[src/rtl/jk_bank_arbiter_pkg.sv]
// jk_bank_arbiter_pkg: shared JK command codes and arbiter FSM state encoding
package jk_bank_arbiter_pkg;
   localparam logic [1:0] JK_HOLD = 2'b00;
   localparam logic [1:0] JK_CLR  = 2'b01;
   localparam logic [1:0] JK_SET  = 2'b10;
   localparam logic [1:0] JK_TGL  = 2'b11;
   typedef enum logic {
      ST_IDLE   = 1'b0,
      ST_LOCKED = 1'b1
   } state_t;
endpackage

[src/rtl/jk_bank_arbiter_cell.sv]
// jk_cell: single JK flip-flop bit with write enable
// Ports: clk, rst (async, active-high), enable (apply j/k this edge), j, k, q (stored bit)
module jk_cell
   import jk_bank_arbiter_pkg::*;
(
   input  logic clk,
   input  logic rst,
   input  logic enable,
   input  logic j,
   input  logic k,
   output logic q
);
   logic r_q;
   always_ff @(posedge clk or posedge rst) begin
      if (rst) r_q <= 1'b0;
      else if (enable)
         r_q <= ({j, k} == JK_TGL) ? ~r_q :
                ({j, k} == JK_SET) ? 1'b1 :
                ({j, k} == JK_CLR) ? 1'b0 : r_q;
   end
   assign q = r_q;
endmodule

[src/rtl/jk_bank_arbiter.sv]
// jk_bank_arbiter: round-robin arbiter with optional timed lock, sole writer of a JK bit bank
// Ports: clk, rst (async, active-high); req_valid/req_ready per-requester handshake;
//        req_idx/req_jk/req_lock packed per-requester command fields; q bank contents;
//        grant_valid/grant_id same-cycle accept; locked FSM state; cmd_count accept counter
module jk_bank_arbiter
   import jk_bank_arbiter_pkg::*;
#(
   parameter int NREQ     = 4,
   parameter int NBITS    = 8,
   parameter int IDXW     = $clog2(NBITS),
   parameter int LOCK_MAX = 16
) (
   input  logic                      clk,
   input  logic                      rst,
   input  logic [NREQ-1:0]           req_valid,
   output logic [NREQ-1:0]           req_ready,
   input  logic [NREQ*IDXW-1:0]      req_idx,
   input  logic [NREQ*2-1:0]         req_jk,
   input  logic [NREQ-1:0]           req_lock,
   output logic [NBITS-1:0]          q,
   output logic                      grant_valid,
   output logic [$clog2(NREQ)-1:0]   grant_id,
   output logic                      locked,
   output logic [15:0]               cmd_count
);
   localparam int IDW = $clog2(NREQ);
   localparam int CW  = $clog2(LOCK_MAX + 1);
   state_t           r_state, w_state_nx;
   logic [IDW-1:0]   r_owner, w_owner_nx, r_rr_ptr, w_rr_nx, w_win, w_sel;
   logic [CW-1:0]    r_idle, w_idle_nx;
   logic [15:0]      r_cmd_count;
   logic             w_found, w_hit, w_accept, w_lock;
   logic [NREQ-1:0]  w_ready;
   logic [IDXW-1:0]  w_idx;
   logic [1:0]       w_jk;
   // Walk offsets from farthest to nearest so the requester closest to rr_ptr wins
   always_comb begin
      w_win   = '0;
      w_found = 1'b0;
      for (int o = NREQ - 1; o >= 0; o--) begin
         if (req_valid[(int'(r_rr_ptr) + o) % NREQ]) begin
            w_found = 1'b1;
            w_win   = IDW'((int'(r_rr_ptr) + o) % NREQ);
         end
      end
   end
   always_comb begin
      w_ready = '0;
      w_sel   = (r_state == ST_LOCKED) ? r_owner : w_win;
      w_hit   = (r_state == ST_LOCKED) ? req_valid[r_owner] : w_found;
      if (!rst && w_hit) w_ready[w_sel] = 1'b1;
   end
   assign w_accept    = |w_ready;
   assign w_idx       = req_idx[w_sel*IDXW +: IDXW];
   assign w_jk        = req_jk[w_sel*2 +: 2];
   assign w_lock      = req_lock[w_sel];
   assign req_ready   = w_ready;
   assign grant_valid = w_accept;
   assign grant_id    = w_accept ? w_sel : '0;
   assign locked      = (r_state == ST_LOCKED);
   assign cmd_count   = r_cmd_count;
   // rr_ptr only moves on IDLE accepts, so after a lock releases it already points at owner+1
   always_comb begin
      w_state_nx = r_state;
      w_owner_nx = r_owner;
      w_rr_nx    = r_rr_ptr;
      w_idle_nx  = '0;
      if (r_state == ST_IDLE) begin
         if (w_accept) w_rr_nx = (w_sel == IDW'(NREQ - 1)) ? '0 : w_sel + 1'b1;
         if (w_accept && w_lock) begin
            w_state_nx = ST_LOCKED;
            w_owner_nx = w_sel;
         end
      end else if (w_accept) w_state_nx = w_lock ? ST_LOCKED : ST_IDLE;
      else if (r_idle == CW'(LOCK_MAX - 1)) w_state_nx = ST_IDLE;
      else w_idle_nx = r_idle + 1'b1;
   end
   always_ff @(posedge clk or posedge rst) begin
      if (rst) begin
         r_state     <= ST_IDLE;
         r_owner     <= '0;
         r_rr_ptr    <= '0;
         r_idle      <= '0;
         r_cmd_count <= '0;
      end else begin
         r_state     <= w_state_nx;
         r_owner     <= w_owner_nx;
         r_rr_ptr    <= w_rr_nx;
         r_idle      <= w_idle_nx;
         r_cmd_count <= r_cmd_count + 16'(w_accept);
      end
   end
   for (genvar i = 0; i < NBITS; i++) begin : g_cell
      jk_cell u_cell (
         .clk    (clk),
         .rst    (rst),
         .enable (w_accept && (w_idx == IDXW'(i))),
         .j      (w_jk[1]),
         .k      (w_jk[0]),
         .q      (q[i])
      );
   end
endmodule

[config.mk]
export PLATFORM = sky130hd
export DESIGN_NAME = jk_bank_arbiter
export DESIGN_NICKNAME = d
export VERILOG_FILES = /design/src/rtl/jk_bank_arbiter_pkg.sv /design/src/rtl/jk_bank_arbiter_cell.sv /design/src/rtl/jk_bank_arbiter.sv
export SDC_FILE = /design/constraint.sdc
export NUM_CORES = 1
export LEC_CHECK = 0
export CAP_MARGIN = 20
export CORE_MARGIN = 4
export CORE_UTILIZATION = 45
export CTS_CLUSTER_DIAMETER = 120
export CTS_CLUSTER_SIZE = 12
export DETAILED_ROUTE_END_ITERATION = 8
export PLACE_DENSITY = 0.76
export RECOVER_POWER = 50
export SLEW_MARGIN = 20
export SYNTH_ARGS = -nofsm -noshare
export SYNTH_HDL_FRONTEND = slang
export SYNTH_SLANG_ARGS = --single-unit
[constraint.sdc]
create_clock -name clk -period 4.85 [get_ports clk]
set_clock_uncertainty 0.2 [all_clocks]
set_input_delay 0.97 -clock clk [delete_from_list [all_inputs] [get_ports clk]]
set_output_delay 0.97 -clock clk [all_outputs]
set_load 0.03 [all_outputs]
# Word level (Yosys, flattened, before mapping)

Cells that the tools add are included.

Memory bits (writable): 0
Latch bits: 0
ROM bits: 0
Word-level logic and storage cells: 129
Register bits: 34
Memories: 0
Output and inout bits: 32
Input port bits: 30

Add/subtract/negate cells: 6
Shift operators: 2
Equality and inequality tests: 12
Bitwise logic cells: 12
Multipliers: 1
Reduce and logical (&&, ||, !) cells: 28
Order comparisons: 7
Multiplexer cells: 48
Div/mod/pow operators: 0

Operators with widths:

| kind                | count |
|---|---|
| $mux 1              | 30 |
| $reduce_and 2->1    | 10 |
| $add 16x1->16       | 1 |
| $mux 5              | 3 |
| $mux 2              | 7 |
| $bmux 1 s2          | 6 |
| $eq 3x3->1 const B  | 4 |
| $lt 3x4->1 const B  | 3 |
| $shiftx 12x5->3     | 1 |
| $logic_and 1x1->1   | 11 |
| $lt 2x3->1 const B  | 3 |
| $not 1->1           | 9 |
| $shiftx 8x4->2      | 1 |
| $eq 2x2->1 const B  | 3 |
| $eq 3x2->1 const B  | 2 |
| $reduce_or 2->1     | 3 |
| $add 5x1->5 const B | 1 |
| $eq 5x4->1 const B  | 1 |
| $add 2x1->2 const B | 2 |
| $add 2x2->2 const B | 2 |
| $mul 2x2->4 const B | 1 |
| $mux 4              | 1 |
| $reduce_or 4->1     | 1 |
| $and 1x1->1 const A | 3 |
| other kinds (7)     | 7 |

# Longest topological paths before layout

Depth in word-level cells: 20
Mapped depth: 14
Mapped depth without buffers: 13

# Hierarchy

A second synthesis with hierarchy kept.

Cells, all modules: 202
Area total of the unflattened synthesis: 1981.9 µm²

By module, submodules not included:

| module          | cells each | area an instance (µm²) | times used | seq. area each (µm²) |
|---|---|---|---|---|
| jk_bank_arbiter | 170        | 1661.6                 | 1          | 650.6 |
| jk_cell         | 4          | 40.0                   | 8          | 25.0 |

# Least setup slack after synthesis

Ideal clock, no wire load.

Path type: input port to flip-flop
Start: input port req_valid[0]
End: register r_cmd_count[14] (netlist: cmd_count[14])
Arrival time: 3.950 ns
Setup slack: 0.564 ns
Stages: 14
Data required time: 4.514 ns
Cell sequence: and2b_4 > nor4b_1 > or3b_4 > inv_4 > buf_12 > ha_1 > o41ai_1 > inv_1 > ha_1 > ha_1 > and3_1 > nand3_1 > nor2_1 > xor2_1

Cells in the longest elaborated chain, start to end: 15
Elaborated cells on any way between the ends: 32
Those cells by class: add/sub: 1; order compare: 2; mux: 26; reduce/logical: 3

Ends and longest elaborated chain:

| element                                                               | line                  | text |
|---|---|---|
| start, declared                                                       | jk_bank_arbiter.sv:15 | `input logic [NREQ-1:0] req_valid,` |
| $bmux 1 s2                                                            | jk_bank_arbiter.sv:41 | `if (req_valid[(int'(r_rr_ptr) + o) % NREQ]) begin` |
| $mux 1 (not written as such) (2 in series)                            | jk_bank_arbiter.sv:41 |  |
| $mux 2 (3 in series)                                                  | jk_bank_arbiter.sv:41 |  |
| $mux 2 (*)                                                            | jk_bank_arbiter.sv:41 |  |
| $mux 2 (*)                                                            | jk_bank_arbiter.sv:49 | `w_sel = (r_state == ST_LOCKED) ? r_owner : w_win;` |
| via w_sel[0]                                                          | jk_bank_arbiter.sv:29 | `logic [IDW-1:0] r_owner, w_owner_nx, r_rr_ptr, w_rr_nx, w_win, w_sel;` |
| $lt 2x3->1 (not written as such) / $ge 2x1->1 (equally long branches) | jk_bank_arbiter.sv:51 | `if (!rst && w_hit) w_ready[w_sel] = 1'b1;` |
| $logic_and 1x1->1 (not written as such)                               | jk_bank_arbiter.sv:51 |  |
| $mux 1 (not written as such)                                          | jk_bank_arbiter.sv:51 |  |
| $demux 1 s2 (*)                                                       | jk_bank_arbiter.sv:51 |  |
| $mux 4 (*)                                                            | jk_bank_arbiter.sv:51 |  |
| $reduce_or 4->1 (*)                                                   | jk_bank_arbiter.sv:53 | `assign w_accept = \|w_ready;` |
| via grant_valid                                                       | jk_bank_arbiter.sv:21 | `output logic grant_valid,` |
| $add 16x1->16 (*)                                                     | jk_bank_arbiter.sv:90 | `r_cmd_count <= r_cmd_count + 16'(w_accept);` |
| end signal, assigned                                                  | jk_bank_arbiter.sv:90 |  |
| end, declared                                                         | jk_bank_arbiter.sv:31 | `logic [15:0] r_cmd_count;` |

Mark *: on every way through the listed nets, which the timed path passes. The rest lies on a longest branch. The select of a mux whose other input is x is not followed.
A chain may end at the register's enable or synchronous reset.

# Worst setup path after layout

Start: input port req_valid[2]
End: output port grant_id[0]

Cells in the longest elaborated chain, start to end: 15
Elaborated cells on any way between the ends: 32
Those cells by class: order compare: 2; mux: 27; reduce/logical: 3

Ends and longest elaborated chain:

| element                                                               | line                  | text |
|---|---|---|
| $bmux 1 s2                                                            | jk_bank_arbiter.sv:41 |  |
| $mux 1 (not written as such) (2 in series)                            | jk_bank_arbiter.sv:41 |  |
| $mux 2 (3 in series)                                                  | jk_bank_arbiter.sv:41 |  |
| $mux 2 (*)                                                            | jk_bank_arbiter.sv:41 |  |
| $mux 2 (*)                                                            | jk_bank_arbiter.sv:49 |  |
| via w_sel[0]                                                          | jk_bank_arbiter.sv:29 |  |
| $lt 2x3->1 (not written as such) / $ge 2x1->1 (equally long branches) | jk_bank_arbiter.sv:51 |  |
| $logic_and 1x1->1 (not written as such)                               | jk_bank_arbiter.sv:51 |  |
| $mux 1 (not written as such)                                          | jk_bank_arbiter.sv:51 |  |
| $demux 1 s2                                                           | jk_bank_arbiter.sv:51 |  |
| $mux 4                                                                | jk_bank_arbiter.sv:51 |  |
| $reduce_or 4->1                                                       | jk_bank_arbiter.sv:53 |  |
| $mux 2 (*)                                                            | jk_bank_arbiter.sv:59 | `assign grant_id = w_accept ? w_sel : '0;` |
| end, declared                                                         | jk_bank_arbiter.sv:22 | `output logic [$clog2(NREQ)-1:0] grant_id,` |

Marks and branches as above.

==> impl_metrics.csv <==
group,metric,value,unit
timing,setup_viol,0,
logic_synthesis,synth_top_area_share,38.3,%
logic_synthesis,yosys_warnings,0,
logic_synthesis,synth-async-reset-ratio,100,%
critical_path,crit_slowest_cell,"clkdlybuf4s50_1",
logic_synthesis,syn_nets,259,
critical_path,arrival,3520,ps
timing,slew_headroom,-18.3,%
clocking,cts_setup_buffers,0,
grt,grt_util_met3,5.16,%
final_layout,area_growth,35.5,%
drt,via_per_inst,5.29,
placement,placed_area,0.00290,mm²
grt,grt_overflow,0,
final_layout,multi_input_area,0.00125,mm²
floorplan,start_util,46.7,%
drt,firstDrtPassIters,5,
floorplan,dieArea,0.00612,mm²
drt,drc,0,
critical_path,required,3680,ps
logic_synthesis,syn-mean-instance-area,10.0,µm²
clocking,cts_buffer_depth,2,
logic_synthesis,synth-seq-cells,34,
floorplan,row_count,25,
power_and_ir_drop,leakage,1.37,nW
grt,antenna_found_initial,0,
critical_path,crit_chain,"clkdlybuf4s50_1 > nor2b_1 > nor4_1 > or3b_4 > ha_1 > o41ai_4 > buf_4 > nor2_1 > dlygate4sd2_1",
grt,grt_use_total,18.4,%
placement,hpwl,3.91,mm
hold_path,worstHoldPathCells,1,
power_and_ir_drop,p_per_area,596,mW/mm²
status,status,"finished, violations left",
job,maxCapViolCount,1,
floorplan,core,0.00475,mm²
logic_synthesis,ys_top_cells_by_count,"34 x dfrtp_1, 25 x nand2_1, 14 x mux2i_1, 12 x nor2_1, 10 x xnor2_1",
power_and_ir_drop,p_int,972,µW
final_layout,final_nets,325,
clocking,holdBufCountCts,0,
floorplan,io_pins,62,
timing,grt_setup_unrepaired,"false",
placement,gp_congestion,0.841,
grt,grt.busiest_layer,"met2",
critical_path,critPathMaxFanout,4,
timing,worstMarginPinSlew,1770,ps
final_layout,ff_latch_area,851,µm²
logic_synthesis,ys.flop_type,"dfrtp_1",
floorplan,dieHeight,78.3,µm
critical_path,cp_num_buf_inv,3,
final_layout,n_antenna_cell,0,
timing,fin_crit_sh,96.7,%
critical_path,endpoint_kind,"primary output",
placement,dp_cells,348,
timing,fin_setup_tns,0,ps
power_and_ir_drop,power.net_switching,821,µW
clocking,clk_latency,280,ps
power_and_ir_drop,switching_share,45.8,%
clocking,htreeDepth,2,
power_and_ir_drop,p_comb_share,60.9,%
drt,drt_wl_total,5.18,mm
logic_synthesis,synthTopCellsByArea,"dfrtp_1 38%, mux2i_1 6.3%, nand2_1 4.2%",
drt,drt_iter0_markers,129,
grt,use_met1,24.2,%
floorplan,die_w,78.3,µm
logic_synthesis,synth.most_common_cell,"dfrtp_1",
clocking,clk_pin_slew,70,ps
final_layout,fin_util,63.3,%
logic_synthesis,syn_area,0.00222,mm²
critical_path,critical-path-top-delay-family,"buffers and inverters",
power_and_ir_drop,power_frac_seq,25.6,%
timing,slew_violations,35,
power_and_ir_drop,ir_worst_vdd,0.301,mV
drt,vias,1883,
status,violations,"max-capacitance violations, max-slew violations",
drt,wl_per_cell,14.5,µm
power_and_ir_drop,power_frac_clock,13.4,%
logic_synthesis,synth_edf_count,0,
clocking,cts_tree,"built",
critical_path,path_depth,9,
critical_path,crit_path_start_kind,"input port",
grt,grt_pass1_vias,1961,
critical_path,critPathMaxStageDelay,500,ps
grt,grt_max_degree,35,
timing,max_freq,213,MHz
logic_synthesis,synth_cells,222,
hold_path,min_path_type,"register to register",
final_layout,stdcell_area,0.00301,mm²
clocking,numClockSinks,34,
timing,whs,265,ps
grt,met2_usage,29.6,%
logic_synthesis,yosysSeqAreaShare,38.3,%
clocking,cts_resized,4,
final_layout,instances_no_fill,356,
grt,grt_pass1_wl,9.07,mm
final_layout,fillers,439,
clocking,cts_root_buffer,"clkbuf_8",
critical_path,reg2reg_depth,14,
timing,finalHoldViolCount,0,
logic_synthesis,yosysTopAreaCell,"dfrtp_1",
final_layout,drive_gt1_share,11.1,%
timing,final.min_clock_period,4690,ps
clocking,cts-buffers-inserted,5,
logic_synthesis,ys_types,56,
critical_path,critPathKind,"input port to primary output",
placement,io_buffers,61,
drt,ant_nets,0,
layer usage:
metal  part of all wire [%]  vias to the layer above
met3                    7.1                        5
met5                      0                        -
met4                   0.98                        0
met2                     46                       73
met1                     46                      883
li1                       -                      922
cells by family after synthesis:
kind of cell / count (synthesis) / share of synthesized area, %
flip-flops: 34 / 38.3
AND/OR/NAND/NOR: 89 / 22.0
AO/OA/AOI/OAI: 35 / 13.5
XOR/XNOR: 16 / 6.31
adder cells (fa/ha/maj): 7 / 3.94
multiplexers: 19 / 9.63
buffers and inverters: 22 / 6.37
final timing paths:
check	startpoint	end	slack (ps)
hold / removal	cmd_count[15]$_DFF_PP0_	cmd_count[15]$_DFF_PP0_	270
min in group asynchronous	rst	r_rr_ptr[0]$_DFFE_PP0P_	1650
setup / recovery	req_valid[2]	grant_id[0]	160
hold reg to reg	cmd_count[15]$_DFF_PP0_	cmd_count[15]$_DFF_PP0_	270
setup reg to reg	locked$_DFF_PP0_	cmd_count[12]$_DFF_PP0_	1000
max in group asynchronous	rst	cmd_count[4]$_DFF_PP0_	1780
final cells by class:
type / instances / area share, %
Multi-Input combinational cell: 166 / 41.5
Sequential cell: 34 / 28.3
Timing Repair Buffer: 70 / 22.3
Clock buffer: 8 / 3.66
Tap cell: 67 / 2.79
Inverter: 11 / 1.54
power groups by stage:
stage / clock network [mW] / logic, mW / registers [mW]
detailed placement: 0 / 1.11 / 0.466
global placement: 0 / 1.09 / 0.463
CTS: 0.248 / 1.12 / 0.462
floorplan: 0 / 0.754 / 0.490
finish: 0.241 / 1.09 / 0.459
global route: 0.259 / 1.19 / 0.476
stage by stage:
stage	total power, mW	setup slack, ps
floorplan	1.24	564
global placement	1.55	-9.98
detailed placement	1.57	-165
CTS	1.83	152
global route	1.93	6.23
finish	1.79	159
cells in the final DEF, fill, tap and decap left out, types with 2 or more instances in the layout:
cell type        synthesis  final
a21oi_1                  3      3
a32o_1                   2      2
and2_1                   6      6
and2b_1                  2      2
and3_1                   4      4
buf_4                    8      8
clkbuf_8                 0      8
clkdlybuf4s50_1          0     42
dfrtp_1                 34     34
dlygate4sd2_1            0      3
dlygate4sd3_1            0     16
ha_1                     7      7
inv_1                    9      9
inv_4                    2      2
mux2_2                   3      3
mux2i_1                 14     14
nand2_1                 25     25
nand2b_1                 6      6
nand3_1                  8      8
nor2_1                  12     12
nor2b_1                  5      5
nor3_1                   4      4
o21ai_0                  5      5
o21ai_1                  3      3
o31ai_1                  3      3
o41ai_1                  7      6
or4_1                    2      2
or4b_1                   2      2
xnor2_1                 10     10
xor2_1                   6      6
registers in the layout, summed over array words and instances (netlist names):
name,cells
cmd_count,16
g_cell.u_cell.q,8
r_idle,5
r_owner,2
r_rr_ptr,2
locked,1
(Power assumes the default switching activity.)
